===== config.mk =====
export PLATFORM = sky130hd
export DESIGN_NAME = fu_ls_buf
export DESIGN_NICKNAME = d
export VERILOG_FILES = /design/src/rtl/fu_ls_buf.sv
export SDC_FILE = /design/constraint.sdc
export NUM_CORES = 1
export LEC_CHECK = 0
export CAP_MARGIN = 5
export CORE_MARGIN = 2
export CORE_UTILIZATION = 53
export CTS_BUF_LIST = sky130_fd_sc_hd__clkbuf_2 sky130_fd_sc_hd__clkbuf_4 sky130_fd_sc_hd__clkbuf_8
export CTS_CLUSTER_SIZE = 8
export DETAILED_ROUTE_END_ITERATION = 12
export GPL_TIMING_DRIVEN = 1
export HOLD_SLACK_MARGIN = 0.1
export MAX_ROUTING_LAYER = met4
export PLACE_DENSITY = 0.88
export SLEW_MARGIN = 20
export SYNTH_ARGS = -nofsm -noshare
export SYNTH_HDL_FRONTEND = slang
export SYNTH_SLANG_ARGS = --single-unit

===== constraint.sdc =====
create_clock -name clock -period 5 [get_ports clock]
set_clock_uncertainty 0.05 [all_clocks]
set_input_delay 0.75 -clock clock [delete_from_list [all_inputs] [get_ports clock]]
set_output_delay 0.75 -clock clock [all_outputs]
set_load 0.1 [all_outputs]

===== src/rtl/fu_ls_buf.sv =====
// Load/store functional-unit buffer: holds up to DEPTH memory ops, issues them to the
// LSQ in allocation order, collects load data and hands results to writeback in order.
module fu_ls_buf #(
    parameter int XLEN       = 32,
    parameter int DEPTH      = 4,
    parameter int SQ_IDX_LEN = 3,
    parameter int TAG_LEN    = 6
) (
    input  logic                  clock,
    input  logic                  reset,
    input  logic                  squash,
    input  logic                  in_valid,
    output logic                  in_ready,
    input  logic                  in_store,
    input  logic [2:0]            in_funct3,
    input  logic [XLEN-1:0]       in_base,
    input  logic [XLEN-1:0]       in_imm,
    input  logic [XLEN-1:0]       in_data,
    input  logic [SQ_IDX_LEN-1:0] in_sq_pos,
    input  logic [TAG_LEN-1:0]    in_tag,
    output logic                  req_valid,
    input  logic                  req_ready,
    output logic                  req_store,
    output logic [XLEN-1:0]       req_addr,
    output logic [XLEN-1:0]       req_data,
    output logic [1:0]            req_size,
    output logic [SQ_IDX_LEN-1:0] req_sq_pos,
    input  logic                  rsp_valid,
    input  logic [XLEN-1:0]       rsp_data,
    output logic                  wb_valid,
    input  logic                  wb_ready,
    output logic [TAG_LEN-1:0]    wb_tag,
    output logic [XLEN-1:0]       wb_result,
    output logic                  wb_misalign
);
    localparam int IW = $clog2(DEPTH);
    localparam int PW = IW + 1;
    localparam int DW = IW + 2;

    typedef enum logic [1:0] {S_FREE, S_REQ, S_WAIT, S_DONE} state_t;

    state_t                  st       [DEPTH];
    logic                    e_store  [DEPTH];
    logic [2:0]              e_funct3 [DEPTH];
    logic [XLEN-1:0]         e_addr   [DEPTH];
    logic [XLEN-1:0]         e_data   [DEPTH];
    logic [SQ_IDX_LEN-1:0]   e_sq_pos [DEPTH];
    logic [TAG_LEN-1:0]      e_tag    [DEPTH];
    logic [XLEN-1:0]         e_result [DEPTH];
    logic                    e_mis    [DEPTH];

    logic [PW-1:0] alloc_ptr, head_ptr;
    logic [DW-1:0] drop_cnt;

    logic [IW-1:0] alloc_idx, head_idx;
    assign alloc_idx = alloc_ptr[IW-1:0];
    assign head_idx  = head_ptr[IW-1:0];

    // Full when the indices meet but the wrap bits differ.
    assign in_ready = !((alloc_ptr[IW] != head_ptr[IW]) && (alloc_idx == head_idx));

    logic [XLEN-1:0] in_addr;
    logic            in_mis, accept;
    assign in_addr = in_base + in_imm;
    assign in_mis  = ((in_funct3[1:0] == 2'd1) && in_addr[0]) ||
                     ((in_funct3[1:0] == 2'd2) && (in_addr[1:0] != 2'b00));
    assign accept  = in_valid && in_ready && !squash;

    // Oldest REQ and oldest WAIT entries, searched from the head so issue and
    // completion follow allocation order; misaligned entries are skipped naturally.
    logic          req_found, wait_found;
    logic [IW-1:0] req_idx, wait_idx, idx;
    logic [DW-1:0] n_wait;
    always_comb begin
        req_found  = 1'b0;
        req_idx    = '0;
        wait_found = 1'b0;
        wait_idx   = '0;
        n_wait     = '0;
        idx        = '0;
        for (int i = 0; i < DEPTH; i++) begin
            idx = head_idx + IW'(i);
            if (!req_found && st[idx] == S_REQ) begin
                req_found = 1'b1;
                req_idx   = idx;
            end
            if (!wait_found && st[idx] == S_WAIT) begin
                wait_found = 1'b1;
                wait_idx   = idx;
            end
            if (st[idx] == S_WAIT) n_wait = n_wait + DW'(1);
        end
    end

    assign req_valid  = req_found;
    assign req_store  = e_store[req_idx];
    assign req_addr   = e_addr[req_idx];
    assign req_data   = e_data[req_idx];
    assign req_size   = e_funct3[req_idx][1:0];
    assign req_sq_pos = e_sq_pos[req_idx];

    assign wb_valid    = (st[head_idx] == S_DONE);
    assign wb_tag      = e_tag[head_idx];
    assign wb_result   = e_result[head_idx];
    assign wb_misalign = e_mis[head_idx];

    logic req_fire, wb_fire, rsp_hit, rsp_drop;
    assign req_fire = req_valid && req_ready;
    assign wb_fire  = wb_valid && wb_ready;
    assign rsp_drop = rsp_valid && (drop_cnt != '0);
    assign rsp_hit  = rsp_valid && (drop_cnt == '0) && wait_found;

    function automatic logic [XLEN-1:0] ld_ext(input logic [2:0] f3, input logic [XLEN-1:0] d);
        case (f3[1:0])
            2'd0:    return {{(XLEN-8){~f3[2] & d[7]}}, d[7:0]};
            2'd1:    return {{(XLEN-16){~f3[2] & d[15]}}, d[15:0]};
            default: return d;
        endcase
    endfunction

    always_ff @(posedge clock) begin
        if (reset) begin
            alloc_ptr <= '0;
            head_ptr  <= '0;
            drop_cnt  <= '0;
            for (int i = 0; i < DEPTH; i++) begin
                st[i]       <= S_FREE;
                e_store[i]  <= 1'b0;
                e_funct3[i] <= '0;
                e_addr[i]   <= '0;
                e_data[i]   <= '0;
                e_sq_pos[i] <= '0;
                e_tag[i]    <= '0;
                e_result[i] <= '0;
                e_mis[i]    <= 1'b0;
            end
        end else if (squash) begin
            // Loads already at the LSQ (including one issued this cycle) will still
            // answer; count them so their responses are discarded later.
            alloc_ptr <= '0;
            head_ptr  <= '0;
            drop_cnt  <= drop_cnt + n_wait + DW'(req_fire && !req_store)
                         - DW'(rsp_valid && (drop_cnt != '0 || n_wait != '0));
            for (int i = 0; i < DEPTH; i++) st[i] <= S_FREE;
        end else begin
            if (rsp_drop) drop_cnt <= drop_cnt - DW'(1);
            if (accept) begin
                st[alloc_idx]       <= in_mis ? S_DONE : S_REQ;
                e_store[alloc_idx]  <= in_store;
                e_funct3[alloc_idx] <= in_funct3;
                e_addr[alloc_idx]   <= in_addr;
                e_data[alloc_idx]   <= in_data;
                e_sq_pos[alloc_idx] <= in_sq_pos;
                e_tag[alloc_idx]    <= in_tag;
                e_result[alloc_idx] <= '0;
                e_mis[alloc_idx]    <= in_mis;
                alloc_ptr           <= alloc_ptr + PW'(1);
            end
            if (req_fire) st[req_idx] <= e_store[req_idx] ? S_DONE : S_WAIT;
            if (rsp_hit) begin
                st[wait_idx]       <= S_DONE;
                e_result[wait_idx] <= ld_ext(e_funct3[wait_idx], rsp_data);
            end
            if (wb_fire) begin
                st[head_idx] <= S_FREE;
                head_ptr     <= head_ptr + PW'(1);
            end
        end
    end
endmodule

# == Yosys cells after proc, flatten, opt, wreduce, memory -nomap -nowiden ==
# Memory sizes are Yosys's and may differ from the RTL's. A register that Yosys moved wholly into a read port is not among the register bits.
# Cells that the tools add are included.
# word_totals
ff_bits,10
latch_bits,0
ramBits,448
mem_bits_ro,0
inputBits,148
out_inout_bits,112
wordCells,195
n_memories,9
# mem_list
name,words,word_bits,rd,rd_clocked_by_memory_dff,wr,line_no,source
e_addr,4,32,1,0,4,45,logic [XLEN-1:0] e_addr [DEPTH];
e_data,4,32,1,0,4,46,logic [XLEN-1:0] e_data [DEPTH];
e_result,4,32,1,1,4,49,logic [XLEN-1:0] e_result [DEPTH];
e_tag,4,6,1,1,4,48,logic [TAG_LEN-1:0] e_tag [DEPTH];
e_funct3,4,3,2,0,4,44,logic [2:0] e_funct3 [DEPTH];
e_sq_pos,4,3,1,0,4,47,logic [SQ_IDX_LEN-1:0] e_sq_pos [DEPTH];
+3 memories,--,--,--,--,--,--,
# classes
add_sub_neg,13
n_mul,0
div_mod_pow,0
n_lt_le_gt_ge,0
eq_ne,14
n_shift,0
mux,100
bitwise,7
n_reduce_logical,49
# ops
cell,count
two-way mux 32 bit,7
OR reduction 32 bit,4
two-way mux 2 bit,38
case mux 32 bit (2 select lines),1
two-way mux 1 bit,46
adder 32 bit,1
two-way mux 4 bit,5
logical AND 1 bit,18
"adder 4 x 1 -> 4 bit, second input constant",3
"equality test 2 x 1 -> 1 bit, second input constant",6
"equality test 2 bit, second input constant",6
OR reduction 2 bit,5
logical NOT 1 bit,9
nonzero test 4 bit,2
"adder 3 x 1 -> 3 bit, second input constant",2
two-way mux 3 bit,2
two-way mux 6 bit,1
OR reduction 3 bit,2
OR reduction 6 bit,1
"adder 2 bit, second input constant",2
adder 4 x 1 -> 4 bit,1
adder 4 bit,1
logical NOT 4 bit,1
bitwise OR 1 bit,4
11 further kinds,15

# == Logic depth before layout (Yosys ltp) ==
# Gate-level depths: netlist of run 1.
# An unclocked memory read counts as a cell.
# logic_depth
word_depth,19
ltp_mapped,24
depth_no_buf,21

# == Least setup slack after synthesis of run 1 ==
# No wires, ideal clock.
# synth_timing
kind,register -> register
startpoint,register head_ptr[0]
endpoint,memory e_result[2][0] (enable)
setup_ns,0.394
t_arrival_ns,5.655
required_ns,4.556
setup_slack_ns,-1.099
stages_incl_launch_ff,12
path_buffers,4
synth_period_minus_slack_ns,6.099
path_cell_list,dfxtp_1 > buf_6 > clkbuf_1 > xnor2_1 > nand3_1 > and3b_1 > clkbuf_1 > nor2b_1 > clkbuf_1 > nand3_1 > nand2b_1 > nand2b_1
# synth_lines
item,line_no,source
"start, declared",52,"logic [PW-1:0] alloc_ptr, head_ptr;"
"start signal, assigned",166,head_ptr <= head_ptr + PW'(1);
"end, declared",49,

# == Final worst setup path of run 1 ==
# layout_timing
startpoint,register head_ptr[1]
endpoint,output req_addr[19]
# layout_via
elab_chain_cells,12
word_cells_on_any_way,19
cone_classes,3 x add/sub; 3 x eq/ne; 6 x mux; 5 x reduce/logical; 2 x memory
# layout_rtl
item,line_no,source
adder 2 x 1 -> 2 bit,82,idx = head_idx + IW'(i);
memory read (4 x 2 bit),--,
equality test 2 x 1 -> 1 bit,83,if (!req_found && st[idx] == S_REQ) begin
logical AND 1 bit,83,
two-way mux 1 bit,83,
logical NOT 1 bit,83,
logical AND 1 bit,83,
two-way mux 1 bit,83,
logical NOT 1 bit,83,
logical AND 1 bit,83,
two-way mux 2 bit *,83,
memory read (4 x 32 bit) *,--,
"end, declared",24,"output logic [XLEN-1:0] req_addr,"
# Mark *: on every way between the ends. The rest lies on a longest branch, timed or not.

==> flow_results.xml, run 1 <==
<?xml version="1.0" encoding="UTF-8"?>
<metrics>
  <group name="worst_setup_path">
    <metric name="critical_path_required" unit="ps">4200</metric>
    <metric name="regToRegEndpoint" unit="">drop_cnt[3]$_SDFFE_PP0P_</metric>
    <metric name="worst_r2r_path_depth" unit="">21</metric>
    <metric name="timing.critical_path.arrival" unit="ps">3940</metric>
    <metric name="worst-setup-path-type" unit="">flip-flop to primary output</metric>
    <metric name="start_kind" unit="">flip-flop</metric>
    <metric name="critical_path_peak_fanout" unit="">55</metric>
    <metric name="rrSetupSlack" unit="ps">430</metric>
    <metric name="critical_path.reg2reg.startpoint" unit="">head_ptr[1]$_SDFFE_PP0P_</metric>
    <metric name="critical_path.endpoint_type" unit="">primary output</metric>
  </group>
  <group name="global_route">
    <metric name="highest_utilization_routing_layer_at_the_global_route_stage" unit="">met2</metric>
    <metric name="met1_usage_in_global_routing" unit="%">31.37</metric>
    <metric name="first_global_vias" unit="">16938</metric>
    <metric name="grt_max_degree" unit="">112</metric>
    <metric name="grt_use_total" unit="%">26.39</metric>
    <metric name="grt.met2_usage" unit="%">44.85</metric>
    <metric name="grt_antenna_before_repair" unit="">6</metric>
    <metric name="total_congestion_overflow_after_global_routing" unit="">0</metric>
    <metric name="first_pass_grt_wire_length" unit="um">92410</metric>
    <metric name="globalRouteMet3Util" unit="%">5.007</metric>
  </group>
  <group name="detailed_routing">
    <metric name="first_iter_violations" unit="">1412</metric>
    <metric name="antenna_left" unit="">0</metric>
    <metric name="vias_per_cell" unit="">5.933</metric>
    <metric name="detail_route.wl_per_cell" unit="um">21.26</metric>
    <metric name="firstDrtPassIters" unit="">6</metric>
    <metric name="detail_route.wirelength" unit="um">59250</metric>
    <metric name="vias" unit="">16534</metric>
    <metric name="drc_errors" unit="">0</metric>
  </group>
  <group name="place">
    <metric name="place.port_buffers" unit="">259</metric>
    <metric name="postPlaceCellArea" unit="um2">27680</metric>
    <metric name="dp_hpwl" unit="um">37850</metric>
    <metric name="gp_congestion" unit="">0.9144</metric>
  </group>
  <group name="synth">
    <metric name="synth.net_count" unit="">2072</metric>
    <metric name="yosys_register_bits" unit="">460</metric>
    <metric name="synth-edff-count" unit="">440</metric>
    <metric name="syn_avg_cell_area" unit="um2">12.51</metric>
    <metric name="most_used_flip_flop_cell_after_synthesis" unit="">edfxtp_1</metric>
    <metric name="synth.top_cells.by_area" unit="">edfxtp_1 (56%), and2_1 (5.6%), mux4_2 (4.5%), mux2i_1 (3.5%), nor2_1 (2.8%)</metric>
    <metric name="synthesis.area" unit="um2">23410</metric>
    <metric name="syn-instance-count" unit="">1871</metric>
    <metric name="fraction_of_registers_with_async_set_reset" unit="%">0</metric>
    <metric name="synth.yosys.warnings" unit="">0</metric>
    <metric name="number_of_different_library_cells_in_the_post_synthesis_netlist" unit="">73</metric>
    <metric name="yosysTopAreaCell" unit="">edfxtp_1</metric>
    <metric name="portion_of_synthesized_cell_area_occupied_by_the_leading_cell_type" unit="%">56.44</metric>
    <metric name="seq_area_frac_synth" unit="%">58.15</metric>
  </group>
  <group name="cts">
    <metric name="cts_tree" unit="">done</metric>
    <metric name="numClockSinks" unit="">460</metric>
    <metric name="clkTransAtPathRegs" unit="ps">60</metric>
    <metric name="insertion_delay" unit="ps">610</metric>
    <metric name="number_of_hold_buffers_added_after_cts" unit="">0</metric>
    <metric name="cts_htree_levels" unit="">3</metric>
    <metric name="cts.root.buffer_cell" unit="">clkbuf_8</metric>
    <metric name="cts_inserted_buffers" unit="">76</metric>
    <metric name="cts_max_path_buffers" unit="">3</metric>
  </group>
  <group name="timing">
    <metric name="max_freq" unit="GHz">0.2108</metric>
    <metric name="setup_tns" unit="ps">0</metric>
    <metric name="final_hold_viol_count" unit="">0</metric>
    <metric name="rsz0062_at_grt" unit="">false</metric>
    <metric name="setup_viol" unit="">0</metric>
    <metric name="timing.max_slew.rel_slack" unit="%">25.10</metric>
    <metric name="tightest_slew" unit="ps">1120</metric>
    <metric name="post-route-period-util" unit="%">94.89</metric>
    <metric name="slew_viol_final" unit="">0</metric>
    <metric name="timing.final.crit_period" unit="ps">4744</metric>
    <metric name="holdWs" unit="ps">485.1</metric>
  </group>
  <group name="min_path">
    <metric name="min_path_type" unit="">flip-flop to flip-flop</metric>
    <metric name="hold-path-endpoint" unit="">drop_cnt[3]$_SDFFE_PP0P_</metric>
    <metric name="worstHoldStart" unit="">drop_cnt[3]$_SDFFE_PP0P_</metric>
    <metric name="timing.hold.worst_path_depth" unit="">2</metric>
  </group>
  <group name="finish">
    <metric name="final_layout_size_suffix_gt1_share" unit="%">18.31</metric>
    <metric name="area_growth_syn_to_layout" unit="%">24.99</metric>
    <metric name="num-nets-final" unit="">2338</metric>
    <metric name="stdcell_area" unit="um2">29260</metric>
    <metric name="finish.utilization" unit="%">66.60</metric>
  </group>
  <group name="flow_run">
    <metric name="maxCapViolCount" unit="">0</metric>
  </group>
  <group name="power">
    <metric name="power.leakage" unit="nW">11.77</metric>
    <metric name="finalPower" unit="mW">9.226</metric>
    <metric name="power.density_cell_area" unit="nW/um2">315.3</metric>
    <metric name="max_rail_drop_vdd" unit="mV">0.2356</metric>
  </group>
  <group name="die">
    <metric name="num_rows" unit="">77</metric>
    <metric name="initial_core_util" unit="%">53.29</metric>
    <metric name="die_area" unit="um2">45870</metric>
    <metric name="design.portCount" unit="">260</metric>
    <metric name="die_height" unit="um">214.2</metric>
    <metric name="fp.dieW" unit="um">214.2</metric>
    <metric name="coreArea" unit="um2">43930</metric>
  </group>
  <group name="run_status">
    <metric name="outcome" unit="">finished clean</metric>
  </group>
</metrics>
-- final cells by class --
cell class	count	area, um2
clock inverters	24	170.2
repair buffers	306	3756
multi-input cells	1254	9524
well taps	592	740.7
flip-flops and latches	460	13620
inverters	39	146.4
clock buffers	107	1291
diodes	5	12.51
fillers	3071	14670
-- stage by stage --
step,setup WS (ps),cells
global placement,294.2,2647
detailed placement,162.5,2647
CTS,127.3,2778
finish,255.6,2787
floorplan,23.55,1871
global route,50.85,2787
-- layout by cell type (no fill, tap or decap), types with 76 or more instances in the layout --
cell and n:
mux2i_1 81, clkbuf_8 78, a211oi_1 81, clkdlybuf4s50_1 188, a21o_1 78, nor2b_1 79, edfxtp_1 440, buf_12 79
nor2_1 172, and2_1 210, a21oi_2 76
-- where the power goes --
group          switching (mW)  total, mW  internal, mW
combinational           0.985       1.55         0.562
clock                    1.47       3.24          1.77
sequential             0.0560       4.44          4.39
total                    2.51       9.23          6.71
-- per-layer routing --
| metal | wire, um | vias to the layer above |
|---|---|---|
| li1 | - | 7501 |
| met1 | 22250 | 8129 |
| met5 | 0 | - |
| met3 | 5033 | 119 |
| met4 | 1661 | 0 |
| met2 | 30300 | 785 |
-- flip-flops by register name (all words and copies together) (netlist names), 4 cells and up, named ones only --
name      count
e_funct3     12
e_tag        24
e_data      128
e_addr      128
e_store       4
e_mis         4
drop_cnt      4
e_sq_pos     12
e_result    128
st            8
-- kinds of logic after synthesis --
| kind of cell | count (synthesis) | synth area share (%) |
|---|---|---|
| adder cells (fa/ha/maj) | 53 | 2.929 |
| AND/OR/NAND/NOR | 645 | 15.03 |
| flip-flops | 460 | 58.15 |
| multiplexers | 134 | 8.268 |
| AO/OA/AOI/OAI | 384 | 11.40 |
| buffers and inverters | 157 | 2.801 |
| XOR/XNOR | 38 | 1.422 |
-- cell usage after synthesis, types with 6 or more instances --
cell type / number
nand4_1: 6
dfxtp_1: 20
o21ai_0: 27
a21oi_1: 109
a211oi_1: 81
nor2b_1: 80
nor4_1: 6
mux2i_1: 82
mux4_2: 47
buf_6: 6
nand2b_1: 18
edfxtp_1: 440
a21o_1: 78
inv_1: 39
nand2_1: 49
ha_1: 50
a31oi_1: 11
nand3_1: 18
and2_1: 210
nor3_1: 21
xor2_1: 16
buf_2: 17
nor2_1: 176
clkbuf_1: 80
a21oi_2: 8
and3_1: 30
xnor2_1: 22
buf_1: 15
o311ai_0: 6
-- critical path, stage by stage (launching register included) --
cell	delay, ps
dfxtp_1	320
inv_1	110
ha_1	330
mux4_2	530
nand2b_1	240
o2111ai_1	120
and3_4	280
buf_4	580
nor2b_1	150
a211oi_1	330
a21oi_2	110
buf_12	220
-- worst max path at each step --
stage / end / depth (start not counted) / slack (ps) / from
6_report: req_addr[19] / 11 / 260 / head_ptr[1]$_SDFFE_PP0P_
4_1_cts: drop_cnt[3]$_SDFFE_PP0P_ / 21 / 130 / head_ptr[1]$_SDFFE_PP0P_
2_1_floorplan: drop_cnt[3]$_SDFFE_PP0P_ / 24 / 20 / head_ptr[0]$_SDFFE_PP0P_
3_3_place_gp: drop_cnt[3]$_SDFFE_PP0P_ / 21 / 290 / head_ptr[1]$_SDFFE_PP0P_
5_1_grt: drop_cnt[3]$_SDFFE_PP0P_ / 21 / 50 / head_ptr[1]$_SDFFE_PP0P_
3_5_place_dp: drop_cnt[3]$_SDFFE_PP0P_ / 21 / 160 / head_ptr[1]$_SDFFE_PP0P_
-- what timing repair did --
item                                    4_1_cts  5_1_grt
buffers inserted                              0        4
gates resized for setup                       0        3
endpoints found under the setup margin        0       67
(Power assumes the default switching activity.)
==> inputs of run 2 (changes only) <==
Settings changed: CAP_MARGIN 5 to 20, CORE_ASPECT_RATIO set to 0.6.
==> run 2 against run 1 <==
Net effect:
- sequential power barely moved
- via count fell by 0.37%
- combinational power barely moved
- core utilization rose by 0.53 points
- clock power fell by 5%
- critical path depth rose by 1
- sequential share of layout area rose by 0.11 points
- final cell count fell by 0.90%
- flip-flop and latch count did not move
- non-clock buffer count rose by 8
- setup slack improved by 9.5 ps
- count of clock-buffer cells in the layout fell by 12
- critical endpoint is now req_data[16]
==> flow_results.xml, run 2 (same netlist as run 1, synthesis figures left out) <==
<?xml version="1.0" encoding="UTF-8"?>
<metrics>
  <group name="run_status">
    <metric name="outcome" unit="">finished clean</metric>
  </group>
  <group name="worst_setup_path">
    <metric name="worst_setup_path_startpoint" unit="">head_ptr[0]$_SDFFE_PP0P_</metric>
    <metric name="rrSetupSlack" unit="ps">300</metric>
    <metric name="timing.critical_path.arrival" unit="ps">3930</metric>
    <metric name="start_kind" unit="">flip-flop</metric>
    <metric name="critical_path.reg2reg.startpoint" unit="">head_ptr[0]$_SDFFE_PP0P_</metric>
    <metric name="regToRegEndpoint" unit="">e_result[1][29]$_SDFFCE_PN0P_</metric>
    <metric name="worst-setup-path-type" unit="">flip-flop to primary output</metric>
    <metric name="critical_path_peak_fanout" unit="">69</metric>
    <metric name="critical_path.endpoint_type" unit="">primary output</metric>
    <metric name="worst_r2r_path_depth" unit="">14</metric>
    <metric name="critical_path_required" unit="ps">4200</metric>
  </group>
  <group name="die">
    <metric name="design.portCount" unit="">260</metric>
    <metric name="coreArea" unit="um2">43480</metric>
    <metric name="num_rows" unit="">59</metric>
    <metric name="fp.dieW" unit="um">275.3</metric>
    <metric name="die_area" unit="um2">45920</metric>
    <metric name="die_height" unit="um">166.8</metric>
    <metric name="initial_core_util" unit="%">53.84</metric>
  </group>
  <group name="cts">
    <metric name="cts_tree" unit="">done</metric>
    <metric name="cts_setup_buffers" unit="">0</metric>
    <metric name="cts_inserted_buffers" unit="">72</metric>
    <metric name="insertion_delay" unit="ps">630</metric>
    <metric name="cts.root.buffer_cell" unit="">clkbuf_8</metric>
    <metric name="cts_htree_levels" unit="">3</metric>
    <metric name="numClockSinks" unit="">460</metric>
    <metric name="cts_max_path_buffers" unit="">3</metric>
    <metric name="clkTransAtPathRegs" unit="ps">60</metric>
  </group>
  <group name="timing">
    <metric name="slew_viol_final" unit="">0</metric>
    <metric name="holdWs" unit="ps">497.2</metric>
    <metric name="timing.final.crit_period" unit="ps">4735</metric>
    <metric name="final_hold_viol_count" unit="">0</metric>
    <metric name="tightest_slew" unit="ps">1089</metric>
    <metric name="setup_tns" unit="ps">0</metric>
    <metric name="setup_viol" unit="">0</metric>
    <metric name="max_freq" unit="GHz">0.2112</metric>
    <metric name="rsz0062_at_grt" unit="">false</metric>
    <metric name="post-route-period-util" unit="%">94.70</metric>
    <metric name="timing.max_slew.rel_slack" unit="%">27.20</metric>
    <metric name="final_critical_path_setup_slack" unit="ps">265.1</metric>
  </group>
  <group name="min_path">
    <metric name="worstHoldStart" unit="">drop_cnt[3]$_SDFFE_PP0P_</metric>
    <metric name="hold-path-endpoint" unit="">drop_cnt[3]$_SDFFE_PP0P_</metric>
    <metric name="timing.hold.worst_path_depth" unit="">2</metric>
    <metric name="min_path_type" unit="">flip-flop to flip-flop</metric>
  </group>
  <group name="global_route">
    <metric name="first_global_vias" unit="">16707</metric>
    <metric name="grt_use_total" unit="%">27.90</metric>
    <metric name="first_pass_grt_wire_length" unit="um">94890</metric>
    <metric name="grt_max_degree" unit="">125</metric>
    <metric name="grt_antenna_before_repair" unit="">5</metric>
    <metric name="total_congestion_overflow_after_global_routing" unit="">0</metric>
  </group>
  <group name="detailed_routing">
    <metric name="met2_wirelength" unit="um">28680</metric>
    <metric name="antenna_left" unit="">0</metric>
    <metric name="vias" unit="">16472</metric>
    <metric name="detailroute.wirelength.met3" unit="um">5072</metric>
    <metric name="dr.max_layer_used" unit="">met4</metric>
    <metric name="drc_errors" unit="">0</metric>
    <metric name="first_iter_violations" unit="">1589</metric>
    <metric name="firstDrtPassIters" unit="">6</metric>
    <metric name="met1_length" unit="um">26230</metric>
    <metric name="detail_route.wirelength" unit="um">61560</metric>
    <metric name="detail_route.wl_per_cell" unit="um">22.29</metric>
    <metric name="vias_per_cell" unit="">5.964</metric>
  </group>
  <group name="power">
    <metric name="power.density_cell_area" unit="nW/um2">311.7</metric>
    <metric name="max_rail_drop_vdd" unit="mV">0.2414</metric>
    <metric name="power.leakage" unit="nW">11.77</metric>
  </group>
  <group name="finish">
    <metric name="num-nets-final" unit="">2342</metric>
    <metric name="stdcell_area" unit="um2">29190</metric>
    <metric name="layout.cells.most_common" unit="">edfxtp_1</metric>
    <metric name="layout.filler_cells" unit="">3013</metric>
    <metric name="layout.cells.most_common_list" unit="">edfxtp_1 (440), and2_1 (210), clkdlybuf4s50_1 (188)</metric>
    <metric name="largestRegisters" unit="">e_addr x128, e_data x128, e_result x128</metric>
    <metric name="finish.cell_count_without_fillers" unit="">2762</metric>
    <metric name="final_layout_size_suffix_gt1_share" unit="%">18.20</metric>
    <metric name="area_growth_syn_to_layout" unit="%">24.68</metric>
  </group>
  <group name="place">
    <metric name="gp_congestion" unit="">0.9193</metric>
    <metric name="place.port_buffers" unit="">259</metric>
    <metric name="dp_hpwl" unit="um">40700</metric>
    <metric name="preCtsSetupSlack" unit="ps">172.9</metric>
    <metric name="postPlaceCellArea" unit="um2">27820</metric>
    <metric name="dpl.cell_count" unit="">2646</metric>
  </group>
  <group name="flow_run">
    <metric name="maxCapViolCount" unit="">0</metric>
  </group>
</metrics>
[run 2: repair_timing]
action                     CTS  global route
gates cloned                 0             0
hold buffers                 0             0
gates resized for setup      1             5
setup endpoints to repair    1            45
[run 2: cell type report]
cell class | instances | area (um2) | share of cell area, %
Timing Repair Buffer | 314 | 3835 | 13.14
Multi-Input combinational cell | 1254 | 9522 | 32.62
Clock inverter | 14 | 157.7 | 0.5401
Antenna cell | 7 | 17.52 | 0.06001
Clock buffer | 95 | 1170 | 4.008
Inverter | 39 | 146.4 | 0.5015
Sequential cell | 460 | 13620 | 46.65
Tap cell | 579 | 724.4 | 2.482
[run 2: metrics by stage]
stage | power [mW] | utilization, %
2_1_floorplan | 5.488 | -
4_1_cts | 9.145 | 67.04
6_report | 9.097 | 67.13
3_5_place_dp | 6.082 | 63.98
3_3_place_gp | 6.044 | 63.98
5_1_grt | 9.415 | 67.12
[run 2: report_power, final]
group / switching (mW) / leakage (nW) / internal [mW]
Sequential: 0.0577 / 4.76 / 4.39
Combinational: 0.999 / 6.30 / 0.568
Clock: 1.46 / 0.703 / 1.62
[run 2: critical path, stage by stage, from the launching register on]
cell and delay [ps]:
dfxtp_1 330, inv_1 70, ha_1 330, buf_4 200, mux4_2 340, or2b_1 220
o21ai_0 110, a22oi_2 250, buf_12 310, buf_12 400, a211oi_1 120, a21oi_2 290
buf_12 220
[run 2: routing by layer]
layer  up-vias  track usage (%)
met4         0            8.931
met2       742            42.04
met1      8123            38.11
met3       108            5.826
met5         -                -
li1       7499                -
[run 2: worst max path at each step]
stage	endpoint	slack (ps)	depth (start not counted)
floorplan	drop_cnt[3]$_SDFFE_PP0P_	20	24
global placement	drop_cnt[3]$_SDFFE_PP0P_	340	21
detailed placement	drop_cnt[3]$_SDFFE_PP0P_	170	21
CTS	drop_cnt[3]$_SDFFE_PP0P_	160	21
global route	drop_cnt[3]$_SDFFE_PP0P_	10	21
finish	req_data[16]	270	12
==> inputs of run 3 (changes only) <==
Settings changed: SLEW_MARGIN 20 to 0.
==> run 3 against run 2 <==
Net effect:
- flip-flop and latch count stayed put
- final cell count hardly changed
- critical path type unchanged
- final area hardly changed
- maximum frequency is 0.37% lower
- total power is 1.0% lower
- count of clock-buffer cells in the layout is 4 lower
- worst hold slack worse by 12 ps
- sequential power hardly changed
- first-iteration DRC count is 5.2% higher
- setup slack worse by 17 ps
==> flow_results.xml, run 3 (same netlist as run 1, synthesis figures left out) <==
<?xml version="1.0" encoding="UTF-8"?>
<metrics>
  <group name="run_status">
    <metric name="outcome" unit="">finished clean</metric>
  </group>
  <group name="timing">
    <metric name="tightest_slew" unit="ps">1104</metric>
    <metric name="holdWs" unit="ps">485.2</metric>
    <metric name="rsz0062_at_grt" unit="">false</metric>
    <metric name="max_freq" unit="GHz">0.2104</metric>
    <metric name="timing.final.crit_period" unit="ps">4752</metric>
    <metric name="setup_viol" unit="">0</metric>
    <metric name="post-route-period-util" unit="%">95.05</metric>
    <metric name="slew_viol_final" unit="">0</metric>
    <metric name="timing.max_slew.rel_slack" unit="%">26.15</metric>
    <metric name="setup_tns" unit="ps">0</metric>
    <metric name="final_hold_viol_count" unit="">0</metric>
  </group>
  <group name="cts">
    <metric name="cts_inserted_buffers" unit="">72</metric>
    <metric name="cts.root.buffer_cell" unit="">clkbuf_8</metric>
    <metric name="cts_tree" unit="">done</metric>
    <metric name="cts_htree_levels" unit="">3</metric>
    <metric name="numClockSinks" unit="">460</metric>
    <metric name="insertion_delay" unit="ps">640</metric>
    <metric name="clkTransAtPathRegs" unit="ps">70</metric>
    <metric name="cts_max_path_buffers" unit="">3</metric>
  </group>
  <group name="place">
    <metric name="gp_congestion" unit="">0.9193</metric>
    <metric name="place.port_buffers" unit="">259</metric>
    <metric name="dp_hpwl" unit="um">40680</metric>
    <metric name="postPlaceCellArea" unit="um2">27830</metric>
  </group>
  <group name="die">
    <metric name="initial_core_util" unit="%">53.84</metric>
    <metric name="design.portCount" unit="">260</metric>
    <metric name="die_height" unit="um">166.8</metric>
    <metric name="coreArea" unit="um2">43480</metric>
    <metric name="fp.dieW" unit="um">275.3</metric>
    <metric name="die_area" unit="um2">45920</metric>
    <metric name="num_rows" unit="">59</metric>
  </group>
  <group name="worst_setup_path">
    <metric name="worst_r2r_path_depth" unit="">14</metric>
    <metric name="critical_path.endpoint_type" unit="">primary output</metric>
    <metric name="regToRegEndpoint" unit="">e_result[1][29]$_SDFFCE_PN0P_</metric>
    <metric name="worst_setup_path_startpoint" unit="">head_ptr[0]$_SDFFE_PP0P_</metric>
    <metric name="worst-setup-path-type" unit="">flip-flop to primary output</metric>
    <metric name="critical_path.reg2reg.startpoint" unit="">head_ptr[0]$_SDFFE_PP0P_</metric>
    <metric name="cp_slowest_cell" unit="">mux4_2</metric>
    <metric name="critPathTopFamily" unit="">buffers and inverters</metric>
    <metric name="crit_end" unit="">req_data[12]</metric>
    <metric name="cpPeakStageDelay" unit="ps">600</metric>
    <metric name="critical_path_required" unit="ps">4200</metric>
    <metric name="crit_top_cell" unit="">buf_12</metric>
    <metric name="rrSetupSlack" unit="ps">280</metric>
    <metric name="cp.depth" unit="">10</metric>
    <metric name="timing.critical_path.buf_inv" unit="">4</metric>
    <metric name="worstPathCellList" unit="">buf_4 -&gt; mux4_2 -&gt; nor2b_1 -&gt; o21ai_0 -&gt; a22oi_2 -&gt; buf_12 -&gt; buf_12 -&gt; a211oi_1 -&gt; a21oi_2 -&gt; buf_12</metric>
    <metric name="timing.critical_path.arrival" unit="ps">3950</metric>
    <metric name="critical_path_peak_fanout" unit="">69</metric>
    <metric name="start_kind" unit="">flip-flop</metric>
  </group>
  <group name="finish">
    <metric name="layout.filler_cells" unit="">3025</metric>
    <metric name="largestRegisters" unit="">e_addr x128, e_data x128, e_result x128</metric>
    <metric name="ff_latch_area" unit="um2">13620</metric>
    <metric name="multi_input_comb_area" unit="um2">9517</metric>
    <metric name="finish.utilization" unit="%">67.09</metric>
    <metric name="area_growth_syn_to_layout" unit="%">24.61</metric>
    <metric name="layout.cells.most_common" unit="">edfxtp_1</metric>
    <metric name="num-nets-final" unit="">2345</metric>
    <metric name="final_layout_size_suffix_gt1_share" unit="%">18.11</metric>
    <metric name="layout.cells.most_common_list" unit="">edfxtp_1 (440), and2_1 (210), clkdlybuf4s50_1 (188)</metric>
    <metric name="stdcell_area" unit="um2">29170</metric>
  </group>
  <group name="power">
    <metric name="power.density_cell_area" unit="nW/um2">308.6</metric>
    <metric name="max_rail_drop_vdd" unit="mV">0.1791</metric>
    <metric name="power.leakage" unit="nW">11.76</metric>
  </group>
  <group name="detailed_routing">
    <metric name="vias_per_cell" unit="">5.994</metric>
    <metric name="detail_route.wl_per_cell" unit="um">22.32</metric>
    <metric name="firstDrtPassIters" unit="">7</metric>
    <metric name="detail_route.wirelength" unit="um">61640</metric>
    <metric name="first_iter_violations" unit="">1672</metric>
    <metric name="antenna_left" unit="">0</metric>
    <metric name="vias" unit="">16550</metric>
    <metric name="drc_errors" unit="">0</metric>
  </group>
  <group name="flow_run">
    <metric name="maxCapViolCount" unit="">0</metric>
  </group>
  <group name="global_route">
    <metric name="grt_use_total" unit="%">27.98</metric>
    <metric name="first_pass_grt_wire_length" unit="um">95140</metric>
    <metric name="first_global_vias" unit="">16864</metric>
    <metric name="total_congestion_overflow_after_global_routing" unit="">0</metric>
    <metric name="grt_max_degree" unit="">125</metric>
    <metric name="grt_antenna_before_repair" unit="">5</metric>
  </group>
  <group name="min_path">
    <metric name="min_path_type" unit="">flip-flop to flip-flop</metric>
  </group>
</metrics>
run 3: changes by cell type in the layout (fill, tap and decap cells not counted), sizes merged:
cell	before	now
clkbuf	96	91
diode	7	6
clkinvlp	0	1
buf	125	129
inv	43	44
bufinv	2	1
run 3: worst register-to-register path, stage by stage (launching register included):
cell and delay, ps:
dfxtp_1 330, inv_1 70, ha_1 320, mux4_2 520, nand2b_1 150, ha_2 250, nand2_1 130, a2111oi_4 390
a31o_2 210, buf_4 140, a211o_1 240, nand2_1 270, a311oi_1 880, nor3_4 260, a21o_1 260
run 3: worst min path at each step:
stage                                    from                        end  slack [ps]  cells past startpoint
floorplan            drop_cnt[3]$_SDFFE_PP0P_   drop_cnt[3]$_SDFFE_PP0P_         430                      2
global placement    alloc_ptr[2]$_SDFFE_PP0P_  alloc_ptr[2]$_SDFFE_PP0P_         470                      2
detailed placement   drop_cnt[3]$_SDFFE_PP0P_   drop_cnt[3]$_SDFFE_PP0P_         470                      2
CTS                  drop_cnt[3]$_SDFFE_PP0P_   drop_cnt[3]$_SDFFE_PP0P_         480                      2
global route         head_ptr[2]$_SDFFE_PP0P_   head_ptr[2]$_SDFFE_PP0P_         520                      2
finish               drop_cnt[3]$_SDFFE_PP0P_   drop_cnt[3]$_SDFFE_PP0P_         490                      2
run 3: routing by layer:
layer	up-vias	track usage [%]	share of wire, %	wire (um)
li1	7483	-	-	-
met1	8186	38.08	42	26080
met2	749	42.13	47	28930
met3	132	5.883	8.1	4969
met4	0	9.283	2.7	1656
met5	-	-	0	0
run 3: power by group:
group	switching [mW]	internal (mW)	total, mW	leakage (nW)
clock network	1.45	1.54	2.99	0.674
registers	0.0584	4.39	4.45	4.76
logic	0.996	0.568	1.56	6.32
total	2.51	6.50	9.00	11.8
run 3: metrics by stage:
stage	cells	total power [mW]	setup WS (ps)
after floorplan	1871	5.488	23.55
after global placement	2646	6.044	340.6
after detailed placement	2647	6.083	213.7
after CTS	2753	9.055	183.7
after global routing	2760	9.334	18.86
final	2761	9.003	247.7
run 3: what timing repair did:
item | in CTS | in global routing
hold buffers | 0 | 0
pin swaps | 0 | 1
endpoints found under the setup margin | 3 | 43
gates resized for setup | 1 | 5
gates cloned | 0 | 0
buffers inserted | 0 | 2
run 3: cell type report:
type | count | share of cell area (%)
flip-flops and latches | 460 | 46.68
multi-input cells | 1254 | 32.62
repair buffers | 317 | 13.28
clock buffers | 91 | 3.908
well taps | 579 | 2.483
inverters | 39 | 0.5018
clock inverters | 15 | 0.4718
diodes | 6 | 0.05147
